$ cat config.mk
export PLATFORM = sky130hd
export DESIGN_NAME = dualrail_token_driver
export DESIGN_NICKNAME = d
export VERILOG_FILES = /design/src/rtl/dualrail_pkg.sv /design/src/rtl/dualrail_sync2.sv /design/src/rtl/dualrail_token_driver.sv
export SDC_FILE = /design/constraint.sdc
export NUM_CORES = 1
export LEC_CHECK = 0
export ABC_AREA = 1
export CAP_MARGIN = 10
export CELL_PAD_IN_SITES_DETAIL_PLACEMENT = 0
export CELL_PAD_IN_SITES_GLOBAL_PLACEMENT = 2
export CORE_MARGIN = 2
export CORE_UTILIZATION = 30
export DETAILED_ROUTE_END_ITERATION = 12
export PLACE_DENSITY = 0.86
export SLEW_MARGIN = 20
export SYNTH_ARGS = -nofsm -noshare
export SYNTH_HDL_FRONTEND = slang
export SYNTH_SLANG_ARGS = --single-unit
$ cat constraint.sdc
create_clock -name clk -period 2.2 [get_ports clk]
set_clock_uncertainty 0.1 [all_clocks]
set_input_delay 0.33 -clock clk [delete_from_list [all_inputs] [get_ports clk]]
set_output_delay 0.33 -clock clk [all_outputs]
set_load 0.01 [all_outputs]
$ cat src/rtl/dualrail_pkg.sv
// Shared types for the dual-rail token driver: FSM states, rail encodings
// and the helper that classifies a {rail1, rail0} pair.
package dualrail_pkg;

    typedef enum logic [2:0] {
        IDLE,
        SET_WAIT,
        WAIT_ACK,
        REL_WAIT,
        WAIT_NULL,
        DONE
    } state_t;

    // Rail pairs are packed as {rail1, rail0}
    localparam logic [1:0] NEUTRAL = 2'b00;
    localparam logic [1:0] ZERO    = 2'b01;
    localparam logic [1:0] ONE     = 2'b10;
    localparam logic [1:0] ILLEGAL = 2'b11;

    typedef enum logic [1:0] {
        RK_NEUTRAL,
        RK_ZERO,
        RK_ONE,
        RK_ILLEGAL
    } rail_kind_t;

    function automatic rail_kind_t classify_rails(input logic [1:0] pair);
        rail_kind_t kind;
        case (pair)
            NEUTRAL: kind = RK_NEUTRAL;
            ZERO:    kind = RK_ZERO;
            ONE:     kind = RK_ONE;
            default: kind = RK_ILLEGAL;
        endcase
        return kind;
    endfunction

endpackage

$ cat src/rtl/dualrail_sync2.sv
// Two-flop synchronizer for an asynchronous dual-rail pair.
module dualrail_sync2 (
    input  logic       clk,
    input  logic       rst,
    input  logic [1:0] i_pair,
    output logic [1:0] o_pair
);

    for (genvar gi = 0; gi < 2; gi++) begin : g_rail
        logic r_meta;
        logic r_sync;

        always_ff @(posedge clk) begin
            if (rst) begin
                r_meta <= 1'b0;
                r_sync <= 1'b0;
            end else begin
                r_meta <= i_pair[gi];
                r_sync <= r_meta;
            end
        end

        assign o_pair[gi] = r_sync;
    end

endmodule

$ cat src/rtl/dualrail_token_driver.sv
// Four-phase dual-rail initiator: sends a word LSB-first as tokens on bit0/bit1
// and gathers the responder's acknowledging rail into a result word.
import dualrail_pkg::*;

module dualrail_token_driver #(
    parameter int WIDTH   = 8,
    parameter int SETTLE  = 1,
    parameter int TIMEOUT = 255
) (
    input  logic             clk,
    input  logic             rst,
    input  logic             in_valid,
    output logic             in_ready,
    input  logic [WIDTH-1:0] in_data,
    output logic             bit0,
    output logic             bit1,
    input  logic             parity0,
    input  logic             parity1,
    output logic             res_valid,
    input  logic             res_ready,
    output logic [WIDTH-1:0] res_data,
    output logic             err
);

    localparam int IW = (WIDTH > 1) ? $clog2(WIDTH) : 1;
    localparam int SW = (SETTLE > 1) ? $clog2(SETTLE) : 1;
    localparam int TW = (TIMEOUT > 0) ? $clog2(TIMEOUT + 1) : 1;

    state_t           r_state;
    logic [WIDTH-1:0] r_shift;
    logic [WIDTH-1:0] r_res;
    logic [IW-1:0]    r_idx;
    logic [SW-1:0]    r_scnt;
    logic [TW-1:0]    r_tcnt;
    logic             r_bit0;
    logic             r_bit1;
    logic             r_in_ready;
    logic             r_res_valid;
    logic             r_err;

    logic [1:0]  w_psync;
    rail_kind_t  w_kind;
    logic        w_ack;
    logic        w_null;
    logic        w_settled;
    logic        w_tlimit;
    logic        w_timeout;
    logic        w_fault;
    logic        w_last;
    logic [TW-1:0] w_tcnt_inc;

    dualrail_sync2 u_sync (
        .clk    (clk),
        .rst    (rst),
        .i_pair ({parity1, parity0}),
        .o_pair (w_psync)
    );

    assign w_kind    = classify_rails(w_psync);
    assign w_ack     = (w_kind == RK_ZERO) || (w_kind == RK_ONE);
    assign w_null    = (w_kind == RK_NEUTRAL);
    assign w_settled = (r_scnt == SW'(SETTLE - 1));
    assign w_last    = (r_idx == IW'(WIDTH - 1));

    // An ack seen on the limit cycle wins: the timeout only fires without progress.
    assign w_tlimit  = (TIMEOUT > 0) && (r_tcnt == TW'(TIMEOUT - 1));
    assign w_timeout = w_tlimit &&
                       (((r_state == WAIT_ACK) && !w_ack) ||
                        ((r_state == WAIT_NULL) && !w_null));
    assign w_fault   = (w_kind == RK_ILLEGAL) || w_timeout ||
                       ((r_state == SET_WAIT) && !w_null);
    assign w_tcnt_inc = (r_tcnt == TW'(TIMEOUT)) ? r_tcnt : r_tcnt + TW'(1);

    always_ff @(posedge clk) begin
        if (rst) begin
            r_state     <= IDLE;
            r_shift     <= '0;
            r_res       <= '0;
            r_idx       <= '0;
            r_scnt      <= '0;
            r_tcnt      <= '0;
            r_bit0      <= 1'b0;
            r_bit1      <= 1'b0;
            r_in_ready  <= 1'b0;
            r_res_valid <= 1'b0;
            r_err       <= 1'b0;
        end else begin
            r_in_ready <= 1'b0;
            if (w_fault) begin
                r_err       <= 1'b1;
                r_bit0      <= 1'b0;
                r_bit1      <= 1'b0;
                r_res_valid <= 1'b0;
                r_res       <= '0;
                r_state     <= IDLE;
            end else begin
                case (r_state)
                    IDLE: begin
                        if (in_valid && r_in_ready) begin
                            r_shift <= in_data;
                            r_res   <= '0;
                            r_idx   <= '0;
                            r_scnt  <= '0;
                            r_state <= SET_WAIT;
                        end else begin
                            r_in_ready <= !r_err && w_null;
                        end
                    end
                    SET_WAIT: begin
                        if (w_settled) begin
                            r_bit1  <= r_shift[0];
                            r_bit0  <= !r_shift[0];
                            r_tcnt  <= '0;
                            r_state <= WAIT_ACK;
                        end else begin
                            r_scnt <= r_scnt + SW'(1);
                        end
                    end
                    WAIT_ACK: begin
                        if (w_ack) begin
                            r_res[r_idx] <= (w_kind == RK_ONE);
                            r_scnt       <= '0;
                            r_state      <= REL_WAIT;
                        end else begin
                            r_tcnt <= w_tcnt_inc;
                        end
                    end
                    REL_WAIT: begin
                        if (w_settled) begin
                            r_bit0  <= 1'b0;
                            r_bit1  <= 1'b0;
                            r_tcnt  <= '0;
                            r_state <= WAIT_NULL;
                        end else begin
                            r_scnt <= r_scnt + SW'(1);
                        end
                    end
                    WAIT_NULL: begin
                        if (w_null) begin
                            if (w_last) begin
                                r_res_valid <= 1'b1;
                                r_state     <= DONE;
                            end else begin
                                r_idx   <= r_idx + IW'(1);
                                r_shift <= r_shift >> 1;
                                r_scnt  <= '0;
                                r_state <= SET_WAIT;
                            end
                        end else begin
                            r_tcnt <= w_tcnt_inc;
                        end
                    end
                    DONE: begin
                        if (res_ready) begin
                            r_res_valid <= 1'b0;
                            r_in_ready  <= w_null;
                            r_state     <= IDLE;
                        end
                    end
                    default: r_state <= IDLE;
                endcase
            end
        end
    end

    assign in_ready  = r_in_ready;
    assign bit0      = r_bit0;
    assign bit1      = r_bit1;
    assign res_valid = r_res_valid;
    assign res_data  = r_res;
    assign err       = r_err;

endmodule
==> qor.txt, run 1 <==
status: complete, no violations
Critical Path Fanout Max: 8
clk sinks: 39
instance count of the mapped netlist: 319
final WL: 4.80 mm
initial antenna violation count: 0
number of enable flip-flop cells after synthesis: 0
Crit path largest cell delay: 380 ps
DR WL met2: 2.02 mm
critical path, cell by cell: inv_1 -> ha_1 -> inv_1 -> nand3_2 -> nand2_1 -> nand3_1 -> nor2_4 -> nand2_1 -> nand2_1 -> nor2_1
gr ovfl total: 0
drt first-iter violations: 61
setup TNS: 0 ps
core region area: 0.00679 mm²
drt wl/cell: 10.8 µm
sw frac: 0.409
die width: 88.0 µm
Layout Nets: 370
# diodes: 0
clock network fraction of total power: 0.220
fin crit period: 1880 ps
Most Frequent Cell on Critical Path: nand2_1
CP Data Arrival Time: 1970 ps
Crit Path Category: reg -> reg
sequential area share after synthesis: 0.369
top_reg_cell synth: dfxtp_1
Design Power: 2.65 mW
Ports: 27
Clock transition at path regs: 80 ps
crit start category: register
row count: 30
Global Route Usage Sum: 0.138
Post-Route M1 WL: 2.51 mm
peak supply drop: 377 µV
Initial Utilization: 0.311
Skew-Pair Late Insertion Delay: 290 ps
Final ANT Viol Nets: 0
family with the most delay on the worst path: simple AND/OR/NAND/NOR gates
first-pass GRT wire length: 8.40 mm
top cell type's share of synthesized area: 0.369
post-CTS setup buffer count: 0
dpl hpwl: 3.53 mm
PD cells: 1030 mW/mm²
met3 wire length: 186 µm
top cells by area, synth: dfxtp_1, nand2_1, nor2_1, inv_1, o21ai_0
Max Cap Viol: 0
Slowest-stage cell, CP: dfxtp_1
vias per cell: 4.45
flops & latches, synth: 39
vias in the first global route: 1897
Util after Layout: 0.379
post-CTS sizing: 0
most common cell in the netlist: nand2_1
Mapped Nets: 340
leakage power: 1.09 nW
asr flop ratio synth: 0
final cell area excluding filler cells: 0.00258 mm²
Final Hold Fails: 0
Rel. slew slack: 0.754
fin crit share: 0.857
distinct cell type count after synthesis: 28
sequential power share: 0.356
syn avg cell area: 6.63 µm²
maximum buffer depth of the clock tree: 2
Fin Hold WS: 306 ps
yosys warns: 0
Root Driver: clkbuf_8
NetSw: 1.08 mW
I/O Buffers: 26
post-place instance area: 0.00247 mm²
layout cell share with drive strength beyond 1: 0.0831
total CTS buffers: 5
Final GP Congestion: 0.804
Internal Dissipation: 1.56 mW
Synth area leader: dfxtp_1
fin. max-slew vios: 0
CTS Hold Buffers Added: 0
Slew @ Worst Pin: 368 ps
largest net degree at the start of global routing: 17
DR vias: 1979
Setup-failing EPs final: 0
area growth from synthesis to layout: 21.8%
reg2reg setup slack: 320 ps
combinational share of power: 0.424
Max Freq: 531 MHz
post-synthesis cell area: 0.00212 mm²
buffers plus inverters on the worst setup path: 2
CTS tree: done
CP required: 2280 ps
DR top layer: met4
RSZ-0062 raised after global routing: false
Hold Crit Class: reg -> reg
H-tree depth: 2
endpoint class of the critical path: register
die area: 0.00774 mm²
TritonRoute pass-1 iters: 4
DR DRC count: 0
die height: 88.0 µm
Post-synth top cells: nand2_1, nor2_1, dfxtp_1, inv_1, o21ai_0
[sequential cells by signal (all words and copies together) (netlist names), 2 cells and up]
| register | flops |
|---|---|
| r_state | 3 |
| r_shift | 8 |
| r_tcnt | 8 |
| u_sync.g_rail.r_meta | 2 |
| r_idx | 3 |
| res_data | 8 |
| u_sync.g_rail.r_sync | 2 |
[cells in the final DEF (no fill, tap or decap)]
| cell type | n |
|---|---|
| nand3_2 | 2 |
| nor2_2 | 2 |
| nand3_1 | 16 |
| clkbuf_8 | 5 |
| nand2_2 | 7 |
| o31ai_1 | 1 |
| nor3_1 | 9 |
| ha_1 | 7 |
| o21ai_0 | 22 |
| nand3b_1 | 1 |
| nor2_4 | 2 |
| inv_1 | 34 |
| nor2_1 | 55 |
| clkinv_1 | 1 |
| inv_2 | 3 |
| dfxtp_1 | 39 |
| clkbuf_1 | 1 |
| o21bai_1 | 3 |
| or2_2 | 1 |
| buf_4 | 3 |
| nand2_4 | 2 |
| a21oi_4 | 1 |
| bufinv_16 | 1 |
| nand2_1 | 78 |
| nand4_1 | 2 |
| a21oi_1 | 21 |
| o21ai_1 | 1 |
| nor3b_1 | 3 |
| clkdlybuf4s50_1 | 26 |
[logic make-up after synthesis]
logic type,synth area share
AND/OR/NAND/NOR,0.376
AO/OA/AOI/OAI,0.126
buffers and inverters,0.0881
flip-flops,0.369
adder cells (fa/ha/maj),0.0414
[metal layers]
metal / vias to the layer above / track usage
met5: - / 0
met4: 0 / 0.0462
met3: 9 / 0.0452
met2: 28 / 0.215
met1: 870 / 0.179
li1: 1072 / -
[metrics by stage]
step | cells | setup slack, ps
floorplan | 319 | 536
global placement | 438 | 352
detailed placement | 438 | 307
CTS | 445 | 290
global route | 445 | 103
finish | 445 | 316
[layout make-up]
cell class / count / area [µm²]
timing repair buffer: 29 / 283
sequential: 39 / 781
fill: 747 / 4220
tap: 96 / 120
multi-input combinational: 236 / 1150
inverter: 38 / 143
clock inverter: 1 / 30.0
clock buffer: 6 / 72.6
[power by group through the flow]
stage | Sequential (mW) | Combinational [mW] | Clock [mW]
after global placement | 0.958 | 1.12 | 0
final | 0.942 | 1.12 | 0.582
after detailed placement | 0.959 | 1.13 | 0
after CTS | 0.942 | 1.14 | 0.603
after floorplan | 0.931 | 0.918 | 0
after global routing | 0.964 | 1.32 | 0.633
[worst paths after layout]
kind                                 from                      end  cells past startpoint
setup / recovery  u_sync.g_rail[1].r_sync                r_tcnt[0]                     10
hold / removal    u_sync.g_rail[0].r_meta  u_sync.g_rail[0].r_sync                      2
setup reg to reg  u_sync.g_rail[1].r_sync                r_tcnt[0]                     10
hold reg to reg   u_sync.g_rail[0].r_meta  u_sync.g_rail[0].r_sync                      2
[worst register-to-register path, cell delays in order (launching register included)]
cell     delay [ps]
dfxtp_1         380
inv_1            60
ha_1            200
inv_1           160
nand3_2         130
nand2_1         120
nand3_1         200
nor2_4          270
nand2_1          70
nand2_1          60
nor2_1           40
Note: power is estimated with default switching activity, not from simulation.
==> inputs of run 2 (changes only) <==
--- a/config.mk
+++ b/config.mk
@@ -9,11 +9,12 @@
 export CAP_MARGIN = 10
 export CELL_PAD_IN_SITES_DETAIL_PLACEMENT = 0
 export CELL_PAD_IN_SITES_GLOBAL_PLACEMENT = 2
-export CORE_MARGIN = 2
+export CORE_MARGIN = 5
 export CORE_UTILIZATION = 30
 export DETAILED_ROUTE_END_ITERATION = 12
 export PLACE_DENSITY = 0.86
 export SLEW_MARGIN = 20
 export SYNTH_ARGS = -nofsm -noshare
 export SYNTH_HDL_FRONTEND = slang
+export SYNTH_HIERARCHICAL = 1
 export SYNTH_SLANG_ARGS = --single-unit
==> run 2 against run 1 <==
- synthesized cell count is 4.1% higher
- clock power is 3% higher
- via count rose by 0.86%
- global-route usage shrank 2.3 points
- synthesized area grew 1.2%
- design area is 1.6% higher
- non-clock buffer count rose by 2
- utilization increased by 0.19 points
==> qor.txt, run 2 <==
Clock transition at path regs: 80 ps (about the same)
row count: 30 (unchanged)
largest net degree at the start of global routing: 17 (unchanged)
TritonRoute pass-1 iters: 4 (unchanged)
vias per cell: 4.37 (was 4.45)
Skew-Pair Late Insertion Delay: 300 ps (was 290 ps)
I/O Buffers: 26 (unchanged)
die area: 0.00893 mm² (was 0.00774 mm²)
asr flop ratio synth: 0 (unchanged)
Initial Utilization: 0.312 (was 0.311)
Post-synth top cells: nand2_1, inv_1, nor2_1, dfxtp_1, nand3_1 (was nand2_1, nor2_1, dfxtp_1, inv_1, o21ai_0)
core region area: 0.00687 mm² (was 0.00679 mm²)
Final ANT Viol Nets: 0 (unchanged)
die height: 94.5 µm (was 88.0 µm)
# fillers: 783 (was 747)
distinct cell type count after synthesis: 26 (was 28)
Root Driver: clkbuf_8 (unchanged)
Hold Crit Class: reg -> reg (unchanged)
top cells by area, synth: dfxtp_1, nand2_1, inv_1, nor2_1, nand3_1 (was dfxtp_1, nand2_1, nor2_1, inv_1, o21ai_0)
leakage power: 1.17 nW (was 1.09 nW)
Rel. slew slack: 0.736 (was 0.754)
clk sinks: 39 (unchanged)
setup TNS: 0 ps (unchanged)
reg2reg setup slack: 270 ps (was 320 ps)
DR DRC count: 0 (unchanged)
# diodes: 0 (unchanged)
syn avg cell area: 6.45 µm² (was 6.63 µm²)
fin crit share: 0.879 (was 0.857)
final WL: 4.88 mm (was 4.80 mm)
PD cells: 1030 mW/mm² (about the same)
CTS Hold Buffers Added: 0 (unchanged)
layout cell share with drive strength beyond 1: 0.0886 (was 0.0831)
R2R cell count: 10 (unchanged)
die width: 94.5 µm (was 88.0 µm)
vias in the first global route: 1748 (was 1897)
CP Data Arrival Time: 2070 ps (was 1970 ps)
initial antenna violation count: 0 (unchanged)
post-synthesis cell area: 0.00214 mm² (was 0.00212 mm²)
Final Hold Fails: 0 (unchanged)
Synth area leader: dfxtp_1 (unchanged)
RSZ-0062 raised after global routing: false (unchanged)
DR vias: 1996 (was 1979)
commonest non-fill, non-tap cell in the layout: nand2_1 (unchanged)
total CTS buffers: 5 (unchanged)
Mapped Nets: 353 (was 340)
first-pass GRT wire length: 8.19 mm (was 8.40 mm)
status: complete, no violations (unchanged)
flops & latches, synth: 39 (unchanged)
yosys warns: 6 (was 0)
WHS Path Cells: 2 (unchanged)
CTS tree: done (unchanged)
gr ovfl total: 0 (unchanged)
Setup-failing EPs final: 0 (unchanged)
Final GP Congestion: 0.748 (was 0.804)
Global Route Usage Sum: 0.115 (was 0.138)
top cell type's share of synthesized area: 0.365 (was 0.369)
post-CTS sizing: 0 (unchanged)
dpl hpwl: 3.56 mm (was 3.53 mm)
top_reg_cell synth: dfxtp_1 (unchanged)
Critical Path Fanout Max: 11 (was 8)
crit start category: register (unchanged)
area growth from synthesis to layout: 22.3% (was 21.8%)
endpoint class of the critical path: register (unchanged)
drt first-iter violations: 88 (was 61)
Slew @ Worst Pin: 395 ps (was 368 ps)
Layout Nets: 381 (was 370)
most common cell in the netlist: nand2_1 (unchanged)
peak supply drop: 410 µV (was 377 µV)
fin crit period: 1930 ps (was 1880 ps)
drt wl/cell: 10.7 µm (was 10.8 µm)
fin. max-slew vios: 0 (unchanged)
instance count of the mapped netlist: 332 (was 319)
most frequent cells in the layout: nand2_1, inv_1, nor2_1 (was nand2_1, nor2_1, dfxtp_1)
H-tree depth: 2 (unchanged)
sequential area share after synthesis: 0.365 (was 0.369)
Max Freq: 517 MHz (was 531 MHz)
CP required: 2330 ps (was 2280 ps)
Ports: 27 (unchanged)
Fin Hold WS: 297 ps (was 306 ps)
number of enable flip-flop cells after synthesis: 0 (unchanged)
maximum buffer depth of the clock tree: 2 (unchanged)
Crit Path Category: reg -> reg (unchanged)
post-CTS setup buffer count: 0 (unchanged)
Max Cap Viol: 0 (unchanged)
-- run 2: cell count changes after synthesis, sizes merged, moves of 3 or more --
cell    previous run  this run
o21ai             23        19
nand3b             1         7
inv               37        50
nor3b              3         0
buf                5         8
nor2              59        42
nand3             18        27
a21oi             22        19
nand2             87        94
-- run 2: power by group --
part | total [mW] | switching, mW | internal (mW) | leakage, nW
logic | 1.19 | 0.761 | 0.425 | 0.796
registers | 0.924 | 0.0949 | 0.829 | 0.318
clock network | 0.599 | 0.261 | 0.338 | 0.0581
total | 2.71 | 1.12 | 1.59 | 1.17
-- run 2: layout make-up --
type	count	area [µm²]	share of cell area
Multi-Input combinational cell	232	1120	0.426
Clock buffer	5	68.8	0.0263
Timing Repair Buffer	31	298	0.114
Sequential cell	39	781	0.298
Tap cell	96	120	0.0459
Inverter	51	191	0.0731
Clock inverter	3	43.8	0.0167
-- run 2: cells by family after synthesis --
logic type,count (synthesis),share of synthesized area
adders and majority gates,7,0.0409
buffers and inverters,61,0.115
DFF,39,0.365
and+or+nand+nor,181,0.366
AOI/OAI and AO/OA,43,0.109
xor gates and xnor gates,1,0.00409
-- run 2: layer usage --
layer	vias to the layer above	GRT usage	wire [µm]
met2	27	0.170	1990
met5	-	0	0
met1	869	0.163	2690
met4	0	0.0325	37
li1	1096	-	-
met3	4	0.0319	160
-- run 2: critical path, cell delays in order, from the launching register on --
cell	delay [ps]
dfxtp_1	360
inv_1	50
ha_1	280
inv_1	40
nand3_1	70
nand2_1	80
a21oi_2	290
nand2_1	330
nand2_1	140
inv_1	40
nor2_1	90
-- run 2: through the flow --
stage / cell area, µm² / util / setup slack (ps) / power [mW] / std cells
CTS: 2620 / 0.381 / 175 / 2.74 / 457
global route: 2620 / 0.381 / 13.6 / 2.98 / 457
floorplan: 2140 / - / 538 / 1.84 / 332
detailed placement: 2500 / 0.364 / 196 / 2.13 / 449
finish: 2620 / 0.381 / 266 / 2.71 / 457
global placement: 2500 / 0.364 / 226 / 2.13 / 449
-- run 2: path summary, 6_finish.rpt --
kind	endpoint	from
max reg2reg	r_shift[6]	u_sync/g_rail[1].r_sync
min reg2reg	u_sync/g_rail[1].r_sync	u_sync/g_rail[1].r_meta
max	r_shift[6]	u_sync/g_rail[1].r_sync
min	u_sync/g_rail[1].r_sync	u_sync/g_rail[1].r_meta
